`src/rtl/usb_buf_pkg.sv`:
```
// Shared types and constants for the endpoint data buffer controller.
package usb_buf_pkg;

    localparam int BUF_DEPTH  = 64;
    localparam int OCC_W      = 7;
    localparam int DATA_WIDTH = 8;

    typedef enum logic [2:0] {
        IDLE    = 3'd0,
        TX_FILL = 3'd1,
        TX_SEND = 3'd2,
        RX_RECV = 3'd3,
        RX_READ = 3'd4
    } ctrl_state_t;

endpackage

```
`src/rtl/data_buffer_ctrl_if.sv`:
```
// Handshake and buffer-strobe bundle between requesters, controller and buffer.
// The master side is the requester/buffer environment, the slave side is the controller.
interface data_buffer_ctrl_if;
    import usb_buf_pkg::*;

    // requester handshakes
    logic                  ahb_wr_req;
    logic [DATA_WIDTH-1:0] ahb_wdata;
    logic                  ahb_rd_req;
    logic                  ahb_clear_req;
    logic                  tx_start;
    logic                  usb_rd_req;
    logic                  usb_wr_req;
    logic [DATA_WIDTH-1:0] usb_wdata;
    logic                  usb_rx_done;
    logic                  usb_rx_error;
    logic [OCC_W-1:0]      buffer_occupancy;

    // buffer strobes and data
    logic                  clear;
    logic                  flush;
    logic                  store_tx_data;
    logic                  get_tx_packet_data;
    logic                  store_rx_packet_data;
    logic                  get_rx_data;
    logic [DATA_WIDTH-1:0] tx_data;
    logic [DATA_WIDTH-1:0] rx_packet_data;

    // grants and status
    logic                  ahb_wr_ack;
    logic                  ahb_rd_ack;
    logic                  usb_wr_ack;
    logic                  usb_rd_ack;
    logic                  tx_data_ready;
    logic                  rx_data_ready;
    logic                  overrun;
    logic                  conflict;
    logic [2:0]            ctrl_state;

    modport master (
        output ahb_wr_req, ahb_wdata, ahb_rd_req, ahb_clear_req, tx_start,
               usb_rd_req, usb_wr_req, usb_wdata, usb_rx_done, usb_rx_error,
               buffer_occupancy,
        input  clear, flush, store_tx_data, get_tx_packet_data,
               store_rx_packet_data, get_rx_data, tx_data, rx_packet_data,
               ahb_wr_ack, ahb_rd_ack, usb_wr_ack, usb_rd_ack,
               tx_data_ready, rx_data_ready, overrun, conflict, ctrl_state
    );

    modport slave (
        input  ahb_wr_req, ahb_wdata, ahb_rd_req, ahb_clear_req, tx_start,
               usb_rd_req, usb_wr_req, usb_wdata, usb_rx_done, usb_rx_error,
               buffer_occupancy,
        output clear, flush, store_tx_data, get_tx_packet_data,
               store_rx_packet_data, get_rx_data, tx_data, rx_packet_data,
               ahb_wr_ack, ahb_rd_ack, usb_wr_ack, usb_rd_ack,
               tx_data_ready, rx_data_ready, overrun, conflict, ctrl_state
    );

endinterface

```
`src/rtl/data_buffer_ctrl.sv`:
```
// Sequencer/arbiter for the shared 64-byte endpoint buffer. Converts requester
// handshakes into single-cycle buffer strobes one clock after the request and
// blocks overflow, underflow and wrong-direction accesses.
module data_buffer_ctrl
    import usb_buf_pkg::*;
#(
    parameter int DATA_WIDTH = usb_buf_pkg::DATA_WIDTH,
    parameter int BUF_DEPTH  = usb_buf_pkg::BUF_DEPTH
) (
    input logic           clk,
    input logic           rst,
    data_buffer_ctrl_if.slave bus
);

    // One extra bit so the pending-store correction cannot wrap.
    localparam logic [OCC_W:0] LP_DEPTH = BUF_DEPTH[OCC_W:0];

    ctrl_state_t           r_state;
    ctrl_state_t           w_state_nxt;

    logic                  r_clear,     w_clear_nxt;
    logic                  r_flush,     w_flush_nxt;
    logic                  r_store_tx,  w_store_tx_nxt;
    logic                  r_get_tx,    w_get_tx_nxt;
    logic                  r_store_rx,  w_store_rx_nxt;
    logic                  r_get_rx,    w_get_rx_nxt;
    logic [DATA_WIDTH-1:0] r_tx_data,   w_tx_data_nxt;
    logic [DATA_WIDTH-1:0] r_rx_data,   w_rx_data_nxt;
    logic                  r_tx_ready,  w_tx_ready_nxt;
    logic                  r_rx_ready,  w_rx_ready_nxt;
    logic                  r_overrun,   w_overrun_nxt;
    logic                  r_conflict,  w_conflict_nxt;

    logic                  w_store_pend;
    logic                  w_get_pend;
    logic [OCC_W:0]        w_occ_eff;
    logic                  w_room;
    logic                  w_avail;
    logic                  w_last;

    // The strobes currently on the bus have not reached buffer_occupancy yet,
    // so fold them in before any full/empty decision.
    assign w_store_pend = r_store_tx | r_store_rx;
    assign w_get_pend   = r_get_tx | r_get_rx;
    assign w_occ_eff    = {1'b0, bus.buffer_occupancy}
                        + {{OCC_W{1'b0}}, w_store_pend}
                        - {{OCC_W{1'b0}}, w_get_pend};
    assign w_room       = (w_occ_eff < LP_DEPTH);
    assign w_avail      = (w_occ_eff != {(OCC_W+1){1'b0}});
    assign w_last       = (w_occ_eff == {{OCC_W{1'b0}}, 1'b1});

    // State register.
    always_ff @(posedge clk) begin
        if (rst) begin
            r_state <= IDLE;
        end else begin
            r_state <= w_state_nxt;
        end
    end

    // Next-state, strobe, grant and flag decisions for the coming cycle.
    always_comb begin
        w_state_nxt    = r_state;
        w_clear_nxt    = 1'b0;
        w_flush_nxt    = 1'b0;
        w_store_tx_nxt = 1'b0;
        w_get_tx_nxt   = 1'b0;
        w_store_rx_nxt = 1'b0;
        w_get_rx_nxt   = 1'b0;
        w_tx_data_nxt  = r_tx_data;
        w_rx_data_nxt  = r_rx_data;
        w_tx_ready_nxt = r_tx_ready;
        w_rx_ready_nxt = r_rx_ready;
        w_overrun_nxt  = r_overrun;
        w_conflict_nxt = r_conflict;

        if (bus.ahb_clear_req) begin
            // Clear overrides everything, including requests in the same cycle.
            w_clear_nxt    = 1'b1;
            w_state_nxt    = IDLE;
            w_tx_ready_nxt = 1'b0;
            w_rx_ready_nxt = 1'b0;
            w_overrun_nxt  = 1'b0;
            w_conflict_nxt = 1'b0;
        end else begin
            case (r_state)
                IDLE: begin
                    // USB receive wins a same-cycle tie with an AHB write.
                    if (bus.usb_wr_req) begin
                        w_store_rx_nxt = 1'b1;
                        w_rx_data_nxt  = bus.usb_wdata;
                        w_state_nxt    = RX_RECV;
                    end else if (bus.ahb_wr_req) begin
                        w_store_tx_nxt = 1'b1;
                        w_tx_data_nxt  = bus.ahb_wdata;
                        w_state_nxt    = TX_FILL;
                    end else begin
                        w_state_nxt    = IDLE;
                    end
                end

                TX_FILL: begin
                    if (bus.ahb_wr_req && w_room) begin
                        w_store_tx_nxt = 1'b1;
                        w_tx_data_nxt  = bus.ahb_wdata;
                    end else if (bus.ahb_wr_req) begin
                        w_overrun_nxt  = 1'b1;
                    end else begin
                        w_store_tx_nxt = 1'b0;
                    end
                    if (bus.tx_start) begin
                        w_state_nxt    = TX_SEND;
                        w_tx_ready_nxt = 1'b1;
                    end else begin
                        w_state_nxt    = TX_FILL;
                    end
                    if (bus.usb_wr_req || bus.usb_rd_req || bus.ahb_rd_req) begin
                        w_conflict_nxt = 1'b1;
                    end else begin
                        w_conflict_nxt = r_conflict;
                    end
                end

                TX_SEND: begin
                    if (bus.usb_rd_req && w_avail) begin
                        w_get_tx_nxt = 1'b1;
                        if (w_last) begin
                            w_state_nxt    = IDLE;
                            w_tx_ready_nxt = 1'b0;
                        end else begin
                            w_state_nxt    = TX_SEND;
                        end
                    end else begin
                        w_get_tx_nxt = 1'b0;
                    end
                    if (bus.ahb_wr_req || bus.usb_wr_req || bus.ahb_rd_req) begin
                        w_conflict_nxt = 1'b1;
                    end else begin
                        w_conflict_nxt = r_conflict;
                    end
                end

                RX_RECV: begin
                    if (bus.usb_rx_error) begin
                        // A bad packet is discarded; pending byte is dropped too.
                        w_flush_nxt    = 1'b1;
                        w_state_nxt    = IDLE;
                        w_rx_ready_nxt = 1'b0;
                    end else begin
                        if (bus.usb_wr_req && w_room) begin
                            w_store_rx_nxt = 1'b1;
                            w_rx_data_nxt  = bus.usb_wdata;
                        end else if (bus.usb_wr_req) begin
                            w_overrun_nxt  = 1'b1;
                        end else begin
                            w_store_rx_nxt = 1'b0;
                        end
                        if (bus.usb_rx_done) begin
                            // A byte granted alongside done still counts as data.
                            if (w_avail || (bus.usb_wr_req && w_room)) begin
                                w_state_nxt    = RX_READ;
                                w_rx_ready_nxt = 1'b1;
                            end else begin
                                w_state_nxt    = IDLE;
                            end
                        end else begin
                            w_state_nxt = RX_RECV;
                        end
                    end
                    if (bus.ahb_wr_req || bus.ahb_rd_req || bus.usb_rd_req) begin
                        w_conflict_nxt = 1'b1;
                    end else begin
                        w_conflict_nxt = r_conflict;
                    end
                end

                RX_READ: begin
                    if (bus.ahb_rd_req && w_avail) begin
                        w_get_rx_nxt = 1'b1;
                        if (w_last) begin
                            w_state_nxt    = IDLE;
                            w_rx_ready_nxt = 1'b0;
                        end else begin
                            w_state_nxt    = RX_READ;
                        end
                    end else begin
                        w_get_rx_nxt = 1'b0;
                    end
                    if (bus.ahb_wr_req || bus.usb_wr_req || bus.usb_rd_req) begin
                        w_conflict_nxt = 1'b1;
                    end else begin
                        w_conflict_nxt = r_conflict;
                    end
                end

                default: begin
                    w_state_nxt = IDLE;
                end
            endcase
        end
    end

    // Registered strobes, data and flags; everything returns to zero on reset.
    always_ff @(posedge clk) begin
        if (rst) begin
            r_clear    <= 1'b0;
            r_flush    <= 1'b0;
            r_store_tx <= 1'b0;
            r_get_tx   <= 1'b0;
            r_store_rx <= 1'b0;
            r_get_rx   <= 1'b0;
            r_tx_data  <= {DATA_WIDTH{1'b0}};
            r_rx_data  <= {DATA_WIDTH{1'b0}};
            r_tx_ready <= 1'b0;
            r_rx_ready <= 1'b0;
            r_overrun  <= 1'b0;
            r_conflict <= 1'b0;
        end else begin
            r_clear    <= w_clear_nxt;
            r_flush    <= w_flush_nxt;
            r_store_tx <= w_store_tx_nxt;
            r_get_tx   <= w_get_tx_nxt;
            r_store_rx <= w_store_rx_nxt;
            r_get_rx   <= w_get_rx_nxt;
            r_tx_data  <= w_tx_data_nxt;
            r_rx_data  <= w_rx_data_nxt;
            r_tx_ready <= w_tx_ready_nxt;
            r_rx_ready <= w_rx_ready_nxt;
            r_overrun  <= w_overrun_nxt;
            r_conflict <= w_conflict_nxt;
        end
    end

    // Each grant coincides with the strobe it authorises.
    assign bus.clear                = r_clear;
    assign bus.flush                = r_flush;
    assign bus.store_tx_data        = r_store_tx;
    assign bus.get_tx_packet_data   = r_get_tx;
    assign bus.store_rx_packet_data = r_store_rx;
    assign bus.get_rx_data          = r_get_rx;
    assign bus.tx_data              = r_tx_data;
    assign bus.rx_packet_data       = r_rx_data;
    assign bus.ahb_wr_ack           = r_store_tx;
    assign bus.ahb_rd_ack           = r_get_rx;
    assign bus.usb_wr_ack           = r_store_rx;
    assign bus.usb_rd_ack           = r_get_tx;
    assign bus.tx_data_ready        = r_tx_ready;
    assign bus.rx_data_ready        = r_rx_ready;
    assign bus.overrun              = r_overrun;
    assign bus.conflict             = r_conflict;
    assign bus.ctrl_state           = r_state;

endmodule

```
`src/flat_wrapper.sv`:
```
// flat-port wrapper written by rule: the top's interface ports become plain ports
module data_buffer_ctrl_flat import usb_buf_pkg::*;
#(
    parameter int DATA_WIDTH = usb_buf_pkg::DATA_WIDTH,
    parameter int BUF_DEPTH  = usb_buf_pkg::BUF_DEPTH
)
  (clk, rst, bus_ahb_wr_req, bus_ahb_wdata, bus_ahb_rd_req, bus_ahb_clear_req, bus_tx_start, bus_usb_rd_req, bus_usb_wr_req, bus_usb_wdata, bus_usb_rx_done, bus_usb_rx_error, bus_buffer_occupancy, bus_clear, bus_flush, bus_store_tx_data, bus_get_tx_packet_data, bus_store_rx_packet_data, bus_get_rx_data, bus_tx_data, bus_rx_packet_data, bus_ahb_wr_ack, bus_ahb_rd_ack, bus_usb_wr_ack, bus_usb_rd_ack, bus_tx_data_ready, bus_rx_data_ready, bus_overrun, bus_conflict, bus_ctrl_state);
  data_buffer_ctrl_if bus_i ();
  input logic clk;
  input logic rst;
  input wire logic [$bits(bus_i.ahb_wr_req)-1:0] bus_ahb_wr_req;
  input wire logic [$bits(bus_i.ahb_wdata)-1:0] bus_ahb_wdata;
  input wire logic [$bits(bus_i.ahb_rd_req)-1:0] bus_ahb_rd_req;
  input wire logic [$bits(bus_i.ahb_clear_req)-1:0] bus_ahb_clear_req;
  input wire logic [$bits(bus_i.tx_start)-1:0] bus_tx_start;
  input wire logic [$bits(bus_i.usb_rd_req)-1:0] bus_usb_rd_req;
  input wire logic [$bits(bus_i.usb_wr_req)-1:0] bus_usb_wr_req;
  input wire logic [$bits(bus_i.usb_wdata)-1:0] bus_usb_wdata;
  input wire logic [$bits(bus_i.usb_rx_done)-1:0] bus_usb_rx_done;
  input wire logic [$bits(bus_i.usb_rx_error)-1:0] bus_usb_rx_error;
  input wire logic [$bits(bus_i.buffer_occupancy)-1:0] bus_buffer_occupancy;
  output wire logic [$bits(bus_i.clear)-1:0] bus_clear;
  output wire logic [$bits(bus_i.flush)-1:0] bus_flush;
  output wire logic [$bits(bus_i.store_tx_data)-1:0] bus_store_tx_data;
  output wire logic [$bits(bus_i.get_tx_packet_data)-1:0] bus_get_tx_packet_data;
  output wire logic [$bits(bus_i.store_rx_packet_data)-1:0] bus_store_rx_packet_data;
  output wire logic [$bits(bus_i.get_rx_data)-1:0] bus_get_rx_data;
  output wire logic [$bits(bus_i.tx_data)-1:0] bus_tx_data;
  output wire logic [$bits(bus_i.rx_packet_data)-1:0] bus_rx_packet_data;
  output wire logic [$bits(bus_i.ahb_wr_ack)-1:0] bus_ahb_wr_ack;
  output wire logic [$bits(bus_i.ahb_rd_ack)-1:0] bus_ahb_rd_ack;
  output wire logic [$bits(bus_i.usb_wr_ack)-1:0] bus_usb_wr_ack;
  output wire logic [$bits(bus_i.usb_rd_ack)-1:0] bus_usb_rd_ack;
  output wire logic [$bits(bus_i.tx_data_ready)-1:0] bus_tx_data_ready;
  output wire logic [$bits(bus_i.rx_data_ready)-1:0] bus_rx_data_ready;
  output wire logic [$bits(bus_i.overrun)-1:0] bus_overrun;
  output wire logic [$bits(bus_i.conflict)-1:0] bus_conflict;
  output wire logic [$bits(bus_i.ctrl_state)-1:0] bus_ctrl_state;
  assign bus_i.ahb_wr_req = bus_ahb_wr_req;
  assign bus_i.ahb_wdata = bus_ahb_wdata;
  assign bus_i.ahb_rd_req = bus_ahb_rd_req;
  assign bus_i.ahb_clear_req = bus_ahb_clear_req;
  assign bus_i.tx_start = bus_tx_start;
  assign bus_i.usb_rd_req = bus_usb_rd_req;
  assign bus_i.usb_wr_req = bus_usb_wr_req;
  assign bus_i.usb_wdata = bus_usb_wdata;
  assign bus_i.usb_rx_done = bus_usb_rx_done;
  assign bus_i.usb_rx_error = bus_usb_rx_error;
  assign bus_i.buffer_occupancy = bus_buffer_occupancy;
  assign bus_clear = bus_i.clear;
  assign bus_flush = bus_i.flush;
  assign bus_store_tx_data = bus_i.store_tx_data;
  assign bus_get_tx_packet_data = bus_i.get_tx_packet_data;
  assign bus_store_rx_packet_data = bus_i.store_rx_packet_data;
  assign bus_get_rx_data = bus_i.get_rx_data;
  assign bus_tx_data = bus_i.tx_data;
  assign bus_rx_packet_data = bus_i.rx_packet_data;
  assign bus_ahb_wr_ack = bus_i.ahb_wr_ack;
  assign bus_ahb_rd_ack = bus_i.ahb_rd_ack;
  assign bus_usb_wr_ack = bus_i.usb_wr_ack;
  assign bus_usb_rd_ack = bus_i.usb_rd_ack;
  assign bus_tx_data_ready = bus_i.tx_data_ready;
  assign bus_rx_data_ready = bus_i.rx_data_ready;
  assign bus_overrun = bus_i.overrun;
  assign bus_conflict = bus_i.conflict;
  assign bus_ctrl_state = bus_i.ctrl_state;
  data_buffer_ctrl #(.DATA_WIDTH(DATA_WIDTH), .BUF_DEPTH(BUF_DEPTH)) u_core (.clk(clk), .rst(rst), .bus(bus_i));
endmodule
```
`config.mk`:
```
export PLATFORM = sky130hd
export DESIGN_NAME = data_buffer_ctrl_flat
export DESIGN_NICKNAME = d
export VERILOG_FILES = /design/src/rtl/usb_buf_pkg.sv /design/src/rtl/data_buffer_ctrl_if.sv /design/src/rtl/data_buffer_ctrl.sv /design/src/flat_wrapper.sv
export SDC_FILE = /design/constraint.sdc
export NUM_CORES = 1
export LEC_CHECK = 0
export CAP_MARGIN = 20
export CORE_AREA = 4 4 73 75
export DETAILED_ROUTE_END_ITERATION = 8
export DIE_AREA = 0 0 77 79
export PLACE_DENSITY = 0.72
export SYNTH_ARGS = -nofsm -noshare
export SYNTH_HDL_FRONTEND = slang
export SYNTH_SLANG_ARGS = --single-unit
```
`constraint.sdc`:
```
create_clock -name clk -period 2.8 [get_ports clk]
set_input_delay 0.7 -clock clk [delete_from_list [all_inputs] [get_ports clk]]
set_output_delay 0.7 -clock clk [all_outputs]
set_load 0.01 [all_outputs]
```
# After elaboration in Yosys (flattened, before gate mapping)
# Index checks and enable logic that the tools add are counted.
[totals]
regBits = 29
wordCells = 130
[op_classes]
add_sub_neg = 2
n_lt_le_gt_ge = 1
n_eq_ne = 26
mux = 51
n_bitwise = 6
n_reduce_logical = 31
[ops]
columns = ["operator", "count"]
rows = [
  ["$mux W8", 6],
  ["$pmux W8 S2", 2],
  ["$mux W1", 27],
  ["$mux W3", 7],
  ["$ne A2 B1 Y1 const B", 10],
  ["$reduce_and A5 Y1", 4],
  ["$ne A2 B2 Y1 const B", 9],
  ["$pmux W3 S5", 1],
  ["$pmux W1 S2", 5],
  ["$reduce_bool A2 Y1", 5],
  ["$reduce_or A3 Y1", 3],
  ["$add A7 B1 Y8", 1],
  ["$eq A8 B1 Y1 const B", 1],
  ["$logic_or A1 B1 Y1", 8],
  ["$lt A8 B7 Y1 const B", 1],
  ["$reduce_bool A8 Y1", 1],
  ["$sub A8 B1 Y8", 1],
  ["$eq A3 B2 Y1 const B", 2],
  ["$reduce_and A6 Y1", 1],
  ["$logic_and A1 B1 Y1", 4],
  ["$mux W2", 2],
  ["$not A1 Y1", 4],
  ["$pmux W1 S4", 1],
  ["$reduce_and A4 Y1", 1],
  ["9 further kinds", 10],
]

# Longest topological paths before layout
[logic_depth]
depth_word = 10
depth_mapped = 12
mapped_depth_nobuf = 11

# Worst setup path after synthesis
# Ideal clock, no wire load.
[synth_timing]
path_kind = "flip-flop to flip-flop"
from = "register u_core.r_get_rx (netlist: u_core.bus.ahb_rd_ack)"
to = "register u_core.r_tx_data[0] (netlist: u_core.bus.tx_data[0])"
setup_time_ps = 72
arrival_ps = 2918
required_ps = 2728
path_slack_ps = -190
stages_incl_launch_ff = 13
n_path_buf = 1
period_less_slack_ps = 2990
cell_sequence = "dfxtp_1 -> or2_2 -> ha_1 -> inv_1 -> ha_1 -> fa_1 -> a21o_2 -> a211o_1 -> o31a_1 -> o221ai_2 -> nor4b_4 -> buf_6 -> mux2i_1"
[synth_via]
elab_chain_cells = 6
[synth_rtl]
columns = ["element", "line", "text"]
rows = [
  ["from (decl)", "data_buffer_ctrl.sv:26", "logic r_get_rx, w_get_rx_nxt;"],
  ["from (signal assigned)", "data_buffer_ctrl.sv:224", "r_get_rx <= w_get_rx_nxt;"],
  ["$or A1 B1 Y1", "data_buffer_ctrl.sv:44", "assign w_get_pend = r_get_tx | r_get_rx;"],
  ["$sub A8 B1 Y8", "data_buffer_ctrl.sv:47", "- {{OCC_W{1'b0}}, w_get_pend};"],
  ["$lt A8 B7 Y1", "data_buffer_ctrl.sv:48", "assign w_room = (w_occ_eff < LP_DEPTH);"],
  ["$logic_and A1 B1 Y1", "data_buffer_ctrl.sv:103", "if (bus.ahb_wr_req && w_room) begin"],
  ["$ne A2 B1 Y1 (no line)", "n/a", ""],
  ["$reduce_and A5 Y1 (no line)", "n/a", ""],
  ["to (signal assigned)", "data_buffer_ctrl.sv:212", "r_tx_data <= {DATA_WIDTH{1'b0}};"],
  ["to (signal assigned)", "data_buffer_ctrl.sv:225", "r_tx_data <= w_tx_data_nxt;"],
  ["to (decl)", "data_buffer_ctrl.sv:27", "logic [DATA_WIDTH-1:0] r_tx_data, w_tx_data_nxt;"],
]
# No other way between the ends.
# A chain may end at the register's enable or synchronous reset.

# Worst setup path in the final report
[layout_timing]
from = "register u_core.r_get_rx (netlist: u_core.bus.ahb_rd_ack)"
to = "register u_core.r_tx_data[3] (netlist: u_core.bus.tx_data[3])"
# Same word-level chain as after synthesis.

==> summary by stage <==
Run status
The run finished, with violations left. The final reports fail on setup timing.

Die
Row generation in the floorplan step produced 25 rows. The top-level I/O count is 66. The starting utilization of the core area is 40.2%. The die is 79 µm tall.

The die is 77 µm wide. The core region is 0.00466 mm². The die covers 0.00608 mm².

Yosys
The dominant combinational cell family by area after synthesis is simple AND/OR/NAND/NOR gates. The most used flip-flop cell after synthesis is sky130_fd_sc_hd__dfxtp_1. For this run, the number of Yosys warnings is 0. The number of enable-type register cells in the synthesized netlist is 0. For this run, the register share of the synthesized area comes to 31.0%.

After technology mapping, the gate count stands at 209. The net count after synthesis is 251. The fraction of registers with async set or reset after synthesis is 0%. The cell area after synthesis is 0.00188 mm². The synthesized netlist devotes 0.467% of its cell area to XOR and XNOR gates.

The synthesized netlist devotes 28.4% of its cell area to simple gates. The average size of a mapped cell is 8.97 µm². The flip-flop and latch count after synthesis is 29. The proportion of synthesized area in mux cells is 9.07%. After synthesis, the netlist uses 55 different library cells. The synthesized netlist devotes 16.8% of its cell area to compound gates. The synthesized netlist devotes 6.40% of its cell area to adder and majority cells.

Global route
The total overflow left after global routing is 0. The initial antenna violation count is 0. Entering global routing, the biggest net connects 34 pins.

The first global-routing pass estimated 8180 µm of wire. For this run, the total global-route usage over all layers was measured as 16.5%. The via count of the first global-routing pass was 1769.

Clock network
The total CTS buffers is 5. TritonCTS built the clock tree. The clock passes through at most 2 buffers.

The H-tree was split into 2 levels. Clock tree synthesis selected as its root buffer the cell sky130_fd_sc_hd__clkbuf_8. The tree built by TritonCTS fans out to 29 sinks. The clock latency reported for the late side of the worst-skew pair is 0.28 ns. For this design, the CTS-stage hold fixing added 0 buffers. The clock transition time at the flip-flop clock pins of the worst setup and hold paths is 0.06 ns.

Critical path
The arrival time at the worst endpoint is 3.07 ns. The kind of capture point of the worst setup path is a flop. The worst setup path is launched from a flop. The maximum fanout count along the critical path is 8. The launching instance or port of the critical path is u_core.bus.ahb_rd_ack. The critical path is of the flop to flop type. STA puts the critical path data required time at 3.01 ns. In this run the critical register-to-register path is launched from u_core.bus.ahb_rd_ack.

Timing
At the pin with the least slew margin, the transition time is 0.420 ns. Setup repair after global routing could not meet its margin everywhere. The number of setup violations in the final report is 16. The final count of hold timing violations is 0. After layout, the worst setup slack is -0.0592 ns.

In this run the tightest slew margin relative to its limit is 71.9%. The count of final max-slew check failures is 0. Timing would allow up to 0.350 GHz. For the final routed database, the setup TNS stands at -0.660 ns. Clock skew on the completed layout was measured at 0.00781 ns. Of the available clock period, the critical path in the final layout requires 102%.

The routed design could run at a clock period as short as 2.86 ns.

Routing
The total number of vias is 1798. The first routing iteration left 106 violations. The final layout contains routed wiring with a total length of 4870 µm.

The detail route stage leaves a number of antenna-violating nets equal to 0. The number of DRC violations after detailed routing is 0. The average wire per cell in the routed design is 13.9 µm. The pre-antenna-repair detailed-routing pass consisted of 7 iterations. After detailed routing, the number of vias per cell comes to 5.12.

Worst hold path
The startpoint of the lowest-slack hold path is u_core.bus.overrun. The path class of the tightest hold or removal check is flop to flop.

Finish
The library cell used most frequently in the layout, excluding fill and tap cells, is sky130_fd_sc_hd__clkdlybuf4s50_1. Summing all non-filler instances in the final layout gives an area of 0.00287 mm². The library cells used most frequently in the layout, excluding fill and tap cells, are sky130_fd_sc_hd__clkdlybuf4s50_1, sky130_fd_sc_hd__dfxtp_1, sky130_fd_sc_hd__nand2b_1, sky130_fd_sc_hd__buf_4, sky130_fd_sc_hd__mux2i_1. The filler cell count in the final layout is 429. The number of antenna diodes in the final layout is 0. The fraction of layout cells with a size suffix above 1 is 22.9%. The layout overhead on the synthesized area is 53.2%. The number of nets in the finished design is 338.

Placement
The number of port buffers is 65. OpenSTA, run right after detailed placement, puts the worst setup slack at -0.448 ns. The last weighted congestion value of the routability-driven placer is 0.805. After detailed placement, the total cell area comes to 0.00275 mm². The half-perimeter wire length after detailed placement is 3750 µm.

Flow run
The tool flagged a number of max-cap violations equal to 0.

Power and ir drop
The largest voltage drop on the vdd net is 0.000236 V. The power density of the placed cells is 382 mW/mm². The standby leakage power is 1.14 nW.
-- kinds of logic (layout without fill, tap and decap cells) --
logic type / after synthesis / in the layout
adder cells (fa/ha/maj): 9 / 9
AO/OA/AOI/OAI: 41 / 41
AND/OR/NAND/NOR: 87 / 87
buffers and inverters: 25 / 113
XOR/XNOR: 1 / 1
multiplexers: 17 / 17
flip-flops: 29 / 29
-- cell usage after synthesis (all sizes together), types with 3 or more instances --
library cell | instances | area (µm²)
a21o | 4 | 31.3
a21oi | 9 | 48.8
buf | 8 | 75.1
clkbuf | 5 | 28.8
dfxtp | 29 | 581
ha | 8 | 100
inv | 12 | 45.0
mux2i | 17 | 170
nand2 | 9 | 36.3
nand2b | 26 | 163
nand3 | 5 | 25.0
nand4 | 4 | 25.0
nor2 | 15 | 56.3
nor2b | 3 | 18.8
nor3 | 4 | 20.0
o21ai | 5 | 25.0
or2 | 3 | 18.8
or2b | 7 | 61.3
-- critical path, stage by stage (launching register included) --
cell and delay [ns]:
sky130_fd_sc_hd__dfxtp_2 0.32, sky130_fd_sc_hd__or2_4 0.25, sky130_fd_sc_hd__ha_4 0.26, sky130_fd_sc_hd__inv_2 0.04, sky130_fd_sc_hd__ha_4 0.15, sky130_fd_sc_hd__fa_2 0.35, sky130_fd_sc_hd__a21o_4 0.22, sky130_fd_sc_hd__a211o_1 0.25
sky130_fd_sc_hd__o31a_1 0.13, sky130_fd_sc_hd__o221ai_2 0.19, sky130_fd_sc_hd__nor4b_4 0.29, sky130_fd_sc_hd__buf_12 0.17, sky130_fd_sc_hd__mux2i_1 0.17
-- layer usage --
layer | part of all wire, % | routed length (µm) | GRT usage, % | vias to the layer above
li1 | - | - | - | 915
met2 | 46 | 2240 | 26.0 | 69
met3 | 7.3 | 356 | 4.88 | 7
met1 | 45 | 2210 | 21.7 | 807
met4 | 1.2 | 58 | 5.69 | 0
met5 | 0 | 0 | 0 | -
-- per-stage QoR --
| step | utilization (%) | total power, W | hold WS, ns | cells |
|---|---|---|---|---|
| 6_report | 61.6 | 0.00110 | 0.475 | 351 |
| 5_1_grt | 61.6 | 0.00116 | 0.498 | 351 |
| 4_1_cts | 61.2 | 0.00111 | 0.478 | 349 |
| 3_5_place_dp | 59.0 | 0.000759 | 0.454 | 341 |
| 3_3_place_gp | 59.0 | 0.000755 | 0.458 | 341 |
| 2_1_floorplan | - | 0.000611 | 0.493 | 209 |
-- power breakdown --
| part | internal (W) | total [W] | switching (W) |
|---|---|---|---|
| Combinational | 0.000182 | 0.000316 | 0.000134 |
| Clock | 0.000171 | 0.000338 | 0.000167 |
| Sequential | 0.000429 | 0.000442 | 0.0000137 |
-- final timing paths --
check             cells after the start                     to  slack [ns]
setup reg to reg                     12  u_core.bus.tx_data[3]       -0.06
setup / recovery                     12  u_core.bus.tx_data[3]       -0.06
hold reg to reg                       1     u_core.bus.overrun        0.47
hold / removal                        1     u_core.bus.overrun        0.47
-- flip-flops by register name, indices dropped and copies added (netlist names) --
register / count
u_core.bus.rx_packet_data: 8
u_core.bus.overrun: 1
u_core.bus.get_tx_packet_data: 1
u_core.bus.ctrl_state: 3
u_core.bus.tx_data_ready: 1
u_core.bus.clear: 1
u_core.bus.store_rx_packet_data: 1
u_core.bus.flush: 1
u_core.bus.ahb_rd_ack: 1
u_core.bus.ahb_wr_ack: 1
u_core.bus.tx_data: 8
u_core.bus.conflict: 1
u_core.bus.rx_data_ready: 1
-- cell type report --
cell class	instances	area, µm²	share of cell area (%)
well taps	54	67.6	2.35
inverters	12	45.0	1.57
clock inverters	3	17.5	0.610
clock buffers	5	68.8	2.40
repair buffers	93	887	30.9
multi-input cells	155	1200	41.9
flip-flops and latches	29	583	20.3
-- repair_timing --
item	4_1_cts	5_1_grt
pin swaps	5	1
cloned	0	0
endpoints found under the setup margin	22	22
gates resized for setup	5	3
buffers inserted	0	2
No activity file was read; power rests on OpenSTA's default activity.
